## config.mk

```make
export PLATFORM = sky130hd
export DESIGN_NAME = burst_read_master_flat
export DESIGN_NICKNAME = d
export VERILOG_FILES = /design/src/rtl/burst_read_master_if.sv /design/src/rtl/burst_read_master.sv /design/src/flat_wrapper.sv
export SDC_FILE = /design/constraint.sdc
export NUM_CORES = 1
export LEC_CHECK = 0
export CAP_MARGIN = 30
export CORE_AREA = 2 2 346 348
export CTS_CLUSTER_DIAMETER = 50
export DETAILED_ROUTE_END_ITERATION = 10
export DIE_AREA = 0 0 348 350
export GPL_ROUTABILITY_DRIVEN = 0
export GPL_TIMING_DRIVEN = 0
export HOLD_SLACK_MARGIN = 0.05
export SYNTH_ARGS = -nofsm -noshare
export SYNTH_HDL_FRONTEND = slang
export SYNTH_SLANG_ARGS = --single-unit
```

## constraint.sdc

```tcl
create_clock -name clk -period 3.1 [get_ports clk]
set_input_delay 0.62 -clock clk [delete_from_list [all_inputs] [get_ports clk]]
set_output_delay 0.62 -clock clk [all_outputs]
set_load 0.02 [all_outputs]
```

## src/rtl/burst_read_master_if.sv

```systemverilog
// Burst read bus between burst_read_master and the memory slave it drains.
interface burst_read_master_if #(
    parameter int DATAWIDTH       = 32,
    parameter int BYTEENABLEWIDTH = 4,
    parameter int ADDRESSWIDTH    = 32,
    parameter int BURSTCOUNTWIDTH = 3
);
    logic [ADDRESSWIDTH-1:0]    master_address;
    logic                       master_read;
    logic [BURSTCOUNTWIDTH-1:0] master_burstcount;
    logic [BYTEENABLEWIDTH-1:0] master_byteenable;
    logic [DATAWIDTH-1:0]       master_readdata;
    logic                       master_readdatavalid;
    logic                       master_waitrequest;

    modport master (
        output master_address, master_read, master_burstcount, master_byteenable,
        input  master_readdata, master_readdatavalid, master_waitrequest
    );

    modport slave (
        input  master_address, master_read, master_burstcount, master_byteenable,
        output master_readdata, master_readdatavalid, master_waitrequest
    );
endinterface

```

## src/rtl/burst_read_master.sv

```systemverilog
// Burst read master: posts bursts only when the show-ahead FIFO has room reserved
// for every outstanding word, and hands returned data to the user in order.
module burst_read_master #(
    parameter int DATAWIDTH       = 32,
    parameter int BYTEENABLEWIDTH = 4,
    parameter int ADDRESSWIDTH    = 32,
    parameter int MAXBURSTCOUNT   = 4,
    parameter int BURSTCOUNTWIDTH = 3,
    parameter int FIFODEPTH       = 32,
    parameter int FIFODEPTH_LOG2  = 5
) (
    input  logic                    clk,
    input  logic                    reset_n,
    input  logic                    control_fixed_location,
    input  logic [ADDRESSWIDTH-1:0] control_read_base,
    input  logic [ADDRESSWIDTH-1:0] control_read_length,
    input  logic                    control_go,
    output logic                    control_done,
    output logic                    control_early_done,
    input  logic                    user_read_buffer,
    output logic [DATAWIDTH-1:0]    user_buffer_data,
    output logic                    user_data_available,
    burst_read_master_if.master     bus
);
    localparam int CW = FIFODEPTH_LOG2 + 1;

    typedef enum logic [1:0] {
        IDLE,
        ISSUE,
        DRAIN
    } state_t;

    state_t state, state_next;

    logic [ADDRESSWIDTH-1:0]    address;
    logic [ADDRESSWIDTH-1:0]    words;
    logic [ADDRESSWIDTH-1:0]    words_load;
    logic                       fixed;
    logic                       read_q;
    logic [BURSTCOUNTWIDTH-1:0] burstcount_q;
    logic [BURSTCOUNTWIDTH-1:0] burst;
    logic [CW-1:0]              reads_pending;
    logic [CW-1:0]              fifo_used;
    logic [CW-1:0]              space;
    logic                       go_accept;
    logic                       accept;
    logic                       rdv_accept;
    logic                       push;
    logic                       pop;
    logic [FIFODEPTH_LOG2-1:0]  wr_ptr;
    logic [FIFODEPTH_LOG2-1:0]  rd_ptr;
    logic [DATAWIDTH-1:0]       mem [FIFODEPTH];

    assign words_load = control_read_length / ADDRESSWIDTH'(BYTEENABLEWIDTH);
    assign go_accept  = control_go && (state == IDLE);
    assign accept     = read_q && !bus.master_waitrequest;
    // Returns seen while idle belong to a transfer killed by reset.
    assign rdv_accept = bus.master_readdatavalid && (state != IDLE);

    assign burst = (words >= ADDRESSWIDTH'(MAXBURSTCOUNT)) ? BURSTCOUNTWIDTH'(MAXBURSTCOUNT)
                                                            : words[BURSTCOUNTWIDTH-1:0];
    assign space = CW'(FIFODEPTH) - fifo_used - reads_pending;

    always_ff @(posedge clk or negedge reset_n) begin
        if (!reset_n) begin
            state <= IDLE;
        end else begin
            state <= state_next;
        end
    end

    always_comb begin
        state_next = state;
        case (state)
            IDLE:    if (control_go && (words_load != '0)) state_next = ISSUE;
            ISSUE:   if (words == '0) state_next = DRAIN;
            DRAIN:   if (reads_pending == '0) state_next = IDLE;
            default: state_next = IDLE;
        endcase
    end

    always_ff @(posedge clk or negedge reset_n) begin
        if (!reset_n) begin
            address       <= '0;
            words         <= '0;
            fixed         <= 1'b0;
            read_q        <= 1'b0;
            burstcount_q  <= '0;
            reads_pending <= '0;
        end else begin
            if (go_accept) begin
                address <= control_read_base;
                words   <= words_load;
                fixed   <= control_fixed_location;
            end else if (accept) begin
                words <= words - ADDRESSWIDTH'(burstcount_q);
                if (!fixed) begin
                    address <= address + ADDRESSWIDTH'(burstcount_q) * ADDRESSWIDTH'(BYTEENABLEWIDTH);
                end
            end

            // After an accept read drops for a cycle so space is re-checked with updated counts.
            if (read_q && bus.master_waitrequest) begin
                read_q <= 1'b1;
            end else if (accept) begin
                read_q <= 1'b0;
            end else if ((state == ISSUE) && (words != '0) && (space >= CW'(burst))) begin
                read_q       <= 1'b1;
                burstcount_q <= burst;
            end

            reads_pending <= reads_pending
                           + (accept ? CW'(burstcount_q) : CW'(0))
                           - (rdv_accept ? CW'(1) : CW'(0));
        end
    end

    assign pop  = user_read_buffer && (fifo_used != '0);
    assign push = rdv_accept && ((fifo_used != CW'(FIFODEPTH)) || pop);

    always_ff @(posedge clk or negedge reset_n) begin
        if (!reset_n) begin
            wr_ptr    <= '0;
            rd_ptr    <= '0;
            fifo_used <= '0;
        end else begin
            if (push) wr_ptr <= wr_ptr + FIFODEPTH_LOG2'(1);
            if (pop)  rd_ptr <= rd_ptr + FIFODEPTH_LOG2'(1);
            fifo_used <= fifo_used + CW'(push) - CW'(pop);
        end
    end

    always_ff @(posedge clk) begin
        if (push) mem[wr_ptr] <= bus.master_readdata;
    end

    assign user_buffer_data      = mem[rd_ptr];
    assign user_data_available   = (fifo_used != '0);
    assign control_done          = (state == IDLE);
    assign control_early_done    = (words == '0);
    assign bus.master_address    = address;
    assign bus.master_read       = read_q;
    assign bus.master_burstcount = burstcount_q;
    assign bus.master_byteenable = '1;
endmodule

```

## src/flat_wrapper.sv

```systemverilog
// flat-port wrapper written by rule: the top's interface ports become plain ports
module burst_read_master_flat 
#(
    parameter int DATAWIDTH       = 32,
    parameter int BYTEENABLEWIDTH = 4,
    parameter int ADDRESSWIDTH    = 32,
    parameter int MAXBURSTCOUNT   = 4,
    parameter int BURSTCOUNTWIDTH = 3,
    parameter int FIFODEPTH       = 32,
    parameter int FIFODEPTH_LOG2  = 5
)
  (clk, reset_n, control_fixed_location, control_read_base, control_read_length, control_go, control_done, control_early_done, user_read_buffer, user_buffer_data, user_data_available, bus_master_address, bus_master_read, bus_master_burstcount, bus_master_byteenable, bus_master_readdata, bus_master_readdatavalid, bus_master_waitrequest);
  burst_read_master_if #(.DATAWIDTH(DATAWIDTH), .BYTEENABLEWIDTH(BYTEENABLEWIDTH), .ADDRESSWIDTH(ADDRESSWIDTH), .BURSTCOUNTWIDTH(BURSTCOUNTWIDTH)) bus_i ();
  input  logic clk;
  input  logic reset_n;
  input  logic control_fixed_location;
  input  logic [ADDRESSWIDTH-1:0] control_read_base;
  input  logic [ADDRESSWIDTH-1:0] control_read_length;
  input  logic control_go;
  output logic control_done;
  output logic control_early_done;
  input  logic user_read_buffer;
  output logic [DATAWIDTH-1:0] user_buffer_data;
  output logic user_data_available;
  output wire logic [$bits(bus_i.master_address)-1:0] bus_master_address;
  output wire logic [$bits(bus_i.master_read)-1:0] bus_master_read;
  output wire logic [$bits(bus_i.master_burstcount)-1:0] bus_master_burstcount;
  output wire logic [$bits(bus_i.master_byteenable)-1:0] bus_master_byteenable;
  input wire logic [$bits(bus_i.master_readdata)-1:0] bus_master_readdata;
  input wire logic [$bits(bus_i.master_readdatavalid)-1:0] bus_master_readdatavalid;
  input wire logic [$bits(bus_i.master_waitrequest)-1:0] bus_master_waitrequest;
  assign bus_master_address = bus_i.master_address;
  assign bus_master_read = bus_i.master_read;
  assign bus_master_burstcount = bus_i.master_burstcount;
  assign bus_master_byteenable = bus_i.master_byteenable;
  assign bus_i.master_readdata = bus_master_readdata;
  assign bus_i.master_readdatavalid = bus_master_readdatavalid;
  assign bus_i.master_waitrequest = bus_master_waitrequest;
  burst_read_master #(.DATAWIDTH(DATAWIDTH), .BYTEENABLEWIDTH(BYTEENABLEWIDTH), .ADDRESSWIDTH(ADDRESSWIDTH), .MAXBURSTCOUNT(MAXBURSTCOUNT), .BURSTCOUNTWIDTH(BURSTCOUNTWIDTH), .FIFODEPTH(FIFODEPTH), .FIFODEPTH_LOG2(FIFODEPTH_LOG2)) u_core (.clk(clk), .reset_n(reset_n), .control_fixed_location(control_fixed_location), .control_read_base(control_read_base), .control_read_length(control_read_length), .control_go(control_go), .control_done(control_done), .control_early_done(control_early_done), .user_read_buffer(user_read_buffer), .user_buffer_data(user_buffer_data), .user_data_available(user_data_available), .bus(bus_i));
endmodule
```

==> impl_metrics.toml, run 1 <==
[run_status]
status = "finished with violations"
violations = "setup timing"

[floorplanning]
die_w_um = 348
row_count = 126
die_area_mm2 = 0.122
initial_core_util_pct = 37.8
die_h_um = 350
coreArea_mm2 = 0.118
num_io_pins = 178

[synthesis]
synth_area_leaders = "edfxtp_1 (69%), mux4_2 (16%), dfrtp_1 (5.2%)"
ys_seq_area_share_pct = 74.2
yosysWarnings = 0
synth_commonest_cells = "edfxtp_1 (1024), mux4_2 (320), nand2_1 (95)"
synth_area_mm2 = 0.0446
syn_inst = 2110
avgSynthCellArea_um2 = 21.1
synth_top_cell_area_share_pct = 69.0
synth_most_common_cell = "edfxtp_1"
ys_ff_latch = 1117
async_flop_share_pct = 8.33
ys_types = 49
post-synth-top-area-cell = "edfxtp_1"
synth_edf_count = 1024
ys.flop_type = "edfxtp_1"

[worst_setup_path]
cpMaxStageDelayCell = "mux4_2"
crit_required_ns = 2.48
critPathArrivalTime_ns = 3.23
critPathKind = "reg2out"
cp_cell_sequence = "buf_12 -> buf_16 -> buf_12 -> buf_12 -> mux4_2 -> mux4_2 -> mux2_4 -> buf_6"
cp-start-kind = "flop"
crit_path_end_kind = "output pin"
cp_max_fo = 8
cp_common_cell = "buf_12"
slowest_delay_ns = 0.54

[timing]
setup_viol = 35
final-max-slew-violation-count = 0
period_needed_ns = 3.85
tns_ns = -21.94
finalCritPeriodShare_pct = 124
fin_skew_ns = 0.0319
relSlewSlack_pct = 29.0
rsz0062_at_grt = "yes"
worst_pin_slew_ns = 1.06
hold_viol = 0
max_clock_freq_mhz = 260
setup_ws_ns = -0.745

[detailed_routing]
finalWirelength_mm = 114
vias = 23100
antenna_left = 0
vias_per_cell = 5.44
drc = 0
first_iter_violations = 2232
wl_per_cell_um = 27.0
drtPass1Iterations = 7

[clock_network]
clk_pin_slew_ns = 0.06
clock_path_buffers = 3
htreeDepth = 3
clock-sinks = 1117
cts_tree = "built"
clock_latency_ns = 0.70
cts_buffers = 121
cts_root_buf = "clkbuf_16"

[power_and_ir_drop]
p_comb_share_pct = 38.2
clkPwrFrac_pct = 26.7
peakVddDrop_uv = 581
swShare_pct = 31.1
p_per_area_mw_per_mm2 = 939
p_total_mw = 52.7
seqPwrFrac_pct = 35.1
p_switching_mw = 16.4
leakage_nw = 18.6
intPower_mw = 36.3

[global_routing]
antenna_found_initial = 4
grt_max_degree = 70
grt_pass1_vias = 24000
grt_first_pass_wirelength_mm = 163
grt_usage_pct = 18.6
grt-ovfl-total = 0

[cells_and_area]
layout-drive-gt1-share_pct = 33.0
syn2layout_area_growth_pct = 26.0
fin_cells = 4240
fin_util_pct = 47.7
fin_nets = 2752

[place]
dp_slack_ns = -1.59
post-dp-hpwl_mm = 70.1
io_buffers = 171
numPlacedInstances = 3863

[worst_hold_path]
worstHoldPathType = "in2async"

[job]
drv_cap = 0
## area by class of cell
cell class	instances	area [µm²]
diodes	1	2.50
inverters	47	176
repair buffers	366	4680
clock inverters	73	722
fillers	9453	61600
clock buffers	150	3200
plain buffers	100	1100
multi-input cells	850	11200
flip-flops and latches	1117	33100
well taps	1536	1920
## placed cells by master (no fill, tap or decap), drive strengths merged, types with 6 or more instances in the layout
cell type	count
nor3	16
and3	11
mux4	320
xor2	26
buf	265
nand2	95
dfrtp	93
o21ai	63
nor2	69
clkinv	44
ha	41
nand4	10
a21o	8
nor4	13
clkdlybuf4s50	137
clkinvlp	6
bufinv	9
clkbuf	213
and4	8
mux2	33
xnor2	49
inv	61
nand3	16
edfxtp	1024
a21oi	20
## kinds of logic after synthesis
group | after synthesis | synth area share (%)
AOI/OAI and AO/OA | 98 | 1.26
DFF | 1117 | 74.2
and+or+nand+nor | 268 | 3.00
muxes | 356 | 17.1
adders and majority gates | 46 | 1.38
other | 1 | 0.00842
xor gates and xnor gates | 75 | 1.47
buffers and inverters | 149 | 1.56
## registers in the layout (all words and copies together), names as in the netlist
register / flops
u_core.bus.master_burstcount: 3
u_core.reads_pending: 6
u_core.wr_ptr: 5
u_core.state: 2
u_core.rd_ptr: 5
u_core.bus.master_address: 32
u_core.fifo_used: 6
u_core.bus.master_read: 1
u_core.fixed: 1
u_core.mem: 1024
u_core.words: 32
## metrics by stage
stage,instance area [µm²],hold slack [ns]
after floorplan,44600,0.324
after CTS,55100,0.371
after global routing,56100,0.408
after global placement,48300,0.472
final,56100,0.391
after detailed placement,49300,0.487
## worst max-delay path, delay by kind of cell (launching register included)
kind,cells,cell delay [ns]
multiplexers,3,1.35
buffers and inverters,5,0.78
flip-flops,1,0.40
## power groups by stage
stage               registers (mW)  clock network [mW]  logic, mW
global route                  18.6                14.9       21.3
detailed placement            18.8                   0       17.2
finish                        18.5                14.1       20.1
CTS                           18.5                14.3       19.2
global placement              18.8                   0       16.4
floorplan                     18.9                   0       10.6
## routing by layer
metal,part of all wire [%],routed length [µm],vias to the layer above,track usage (%)
met2,50,57600,886,31.6
met1,40,46100,12300,24.5
met5,0.032,37,-,0
met3,7.1,8140,179,3.95
met4,2.2,2560,6,4.72
li1,-,-,9657,-
## repair_timing
item | CTS | global route
resized for setup | 389 | 66
endpoints found under the hold margin | 24 | 0
buffers inserted | 84 | 46
pin swaps | 39 | 4
gates cloned | 8 | 4
hold buffers | 1 | 0
setup endpoints to repair | 1065 | 38
## path summary, 6_finish.rpt
kind,startpoint,end,slack [ns],cells after the start
min in group clk,control_read_base[1],u_core.bus.master_address[1],0.47,3
worst min register to register,u_core.fixed,u_core.fixed,0.50,2
max in group asynchronous,reset_n,u_core.wr_ptr[3],2.03,3
worst min-delay path,reset_n,u_core.words[9],0.39,2
worst max-delay path,u_core.rd_ptr[0],user_buffer_data[3],-0.75,8
worst max register to register,u_core.words[18],u_core.bus.master_burstcount[0],-0.06,11
Power figures use the tool's default switching activity.
==> inputs of run 2 (changes only) <==
Settings changed: CORE_AREA 2 2 346 348 to 2 2 360 362, DIE_AREA 0 0 348 350 to 0 0 362 364.
==> run 2 against run 1 <==
Compared with the run above: the run still ends with setup timing left; via count fell by 0.28%; setup slack better by 0.038 ns; largest power group unchanged; clock skew about the same; combinational power about the same; final area fell by 1.0%; worst hold slack gained 0.085 ns.
==> impl_metrics.toml, run 2 (synthesized netlist as in run 1, its figures left out) <==
[clock_network]
cts_buffers = 113
clock-sinks = 1117
cts_tree = "built"
clk_pin_slew_ns = 0.06
htreeDepth = 3
clock_path_buffers = 3
clock_latency_ns = 0.69
cts_root_buf = "clkbuf_16"

[cells_and_area]
fin_util_pct = 43.3
fillers = 10800
fin_cells = 4315
layout-drive-gt1-share_pct = 31.2
syn2layout_area_growth_pct = 24.7
fin_nets = 2694
final_common_cell = "edfxtp_1"
largest-register = "u_core.mem"
final_cell_mix = "edfxtp_1 (1024), mux4_2 (320), clkdlybuf4s50_1 (137)"
largest_register_ff_count = 1024

[timing]
tns_ns = -21.28
setup_ws_ns = -0.707
final-max-slew-violation-count = 0
max_clock_freq_mhz = 263
finalCritPeriodShare_pct = 123
hold_ws_ns = 0.476
period_needed_ns = 3.81
rsz0062_at_grt = "yes"
setup_viol = 33
fin_skew_ns = 0.0320
worst_pin_slew_ns = 1.07
hold_viol = 0
relSlewSlack_pct = 28.5

[run_status]
status = "finished with violations"
violations = "setup timing"

[global_routing]
grt_max_degree = 54
grt_first_pass_wirelength_mm = 167
grt-ovfl-total = 0
grt_usage_pct = 17.5
antenna_found_initial = 10
grt_pass1_vias = 24100

[detailed_routing]
vias_per_cell = 5.33
finalWirelength_mm = 117
wl_per_cell_um = 27.0
vias = 23000
drtPass1Iterations = 5
antenna_left = 0
first_iter_violations = 2464
drc = 0

[worst_setup_path]
crit_buf_inv = 4
regToRegSetupSlack_ns = -0.05
rr_worst_depth = 11
rr_endpoint = "u_core.bus.master_burstcount[0]"
cp-start-kind = "flop"
critPathArrivalTime_ns = 3.19
cpMaxStageDelayCell = "mux4_2"
cp_cell_sequence = "buf_12 -> buf_12 -> buf_16 -> mux4_2 -> mux4_2 -> mux2_4 -> buf_6"
crit_required_ns = 2.48
slowest_delay_ns = 0.54
critPathKind = "reg2out"
crit_family = "multiplexers"
cp_max_fo = 10
worstReg2RegStart = "u_core.words[16]"
crit_path_end_kind = "output pin"

[worst_hold_path]
holdPathEnd = "u_core.bus.master_address[0]"
worstHoldPathType = "in2reg"
hp-start = "control_read_base[0]"
hold_depth = 3

[place]
post-dp-hpwl_mm = 75.0
numPlacedInstances = 4001
io_buffers = 171

[floorplanning]
die_w_um = 362
initial_core_util_pct = 34.7
coreArea_mm2 = 0.128
num_io_pins = 178
row_count = 132
die_h_um = 364
die_area_mm2 = 0.132

[power_and_ir_drop]
p_per_area_mw_per_mm2 = 937
leakage_nw = 18.2
peakVddDrop_uv = 557

[job]
drv_cap = 0
## run 2: cell count changes in the layout (fill, tap and decap cells not counted), sizes merged, moves of 2 or more
cell | before | now
diode | 1 | 3
clkbuf | 213 | 202
buf | 265 | 216
nor2 | 69 | 66
## run 2: routing by layer
layer	global-route usage (%)	wire (µm)
met1	22.8	47000
met2	30.0	58600
met3	3.84	8710
met4	3.78	2250
met5	0	57
## run 2: power breakdown
group,total [mW],switching (mW),internal (mW),leakage (nW)
clock network,13.2,5.77,7.42,1.74
logic,20.3,10.2,10.2,6.10
registers,18.5,0.716,17.8,10.4
## run 2: worst register-to-register path, stage by stage (launching register included)
cell and delay (ns):
dfrtp_1 0.38, or4_4 0.56, nor4_4 0.22, and4_4 0.30, buf_6 0.11, and2_4 0.15, ha_4 0.19, nand2b_4 0.13
a21o_1 0.17, a2111oi_4 0.34, a2111oi_4 0.17, mux2_4 0.32
## run 2: timing repair
item / 4_1_cts / 5_1_grt
hold endpoints to repair: 52 / 0
hold buffers: 1 / 0
resized for setup: 413 / 35
pin swaps: 40 / 3
setup buffers: 60 / 19
cloned: 6 / 7
endpoints found under the setup margin: 1064 / 254
## run 2: worst max path at each step
stage                   startpoint                   end  slack [ns]  cells after the start
5_1_grt           u_core.rd_ptr[0]   user_buffer_data[0]       -0.80                      8
3_5_place_dp      u_core.rd_ptr[1]  user_buffer_data[21]       -1.70                      7
2_1_floorplan  u_core.fifo_used[2]     u_core.mem[23][0]       -0.51                     10
6_report          u_core.rd_ptr[0]  user_buffer_data[31]       -0.71                      7
4_1_cts           u_core.rd_ptr[0]   user_buffer_data[4]       -0.85                      8
3_3_place_gp      user_read_buffer     u_core.mem[28][4]       -3.20                      7
## run 2: layout make-up
cell class	count	area, µm²	area share, %
Multi-Input combinational cell	847	11200	20.2
Buffer	98	1060	1.90
Inverter	47	176	0.318
Timing Repair Buffer	321	4350	7.83
Antenna cell	3	7.51	0.0135
Tap cell	1675	2100	3.77
Sequential cell	1117	33100	59.6
Clock buffer	138	2920	5.26
Clock inverter	69	647	1.16
## run 2: metrics by stage
stage / power [mW] / cell area [µm²] / setup WS, ns
finish: 52.0 / 55500 / -0.707
global route: 54.2 / 55500 / -0.797
CTS: 51.7 / 54800 / -0.852
detailed placement: 36.5 / 49400 / -1.70
global placement: 35.7 / 48400 / -3.20
floorplan: 29.4 / 44600 / -0.514
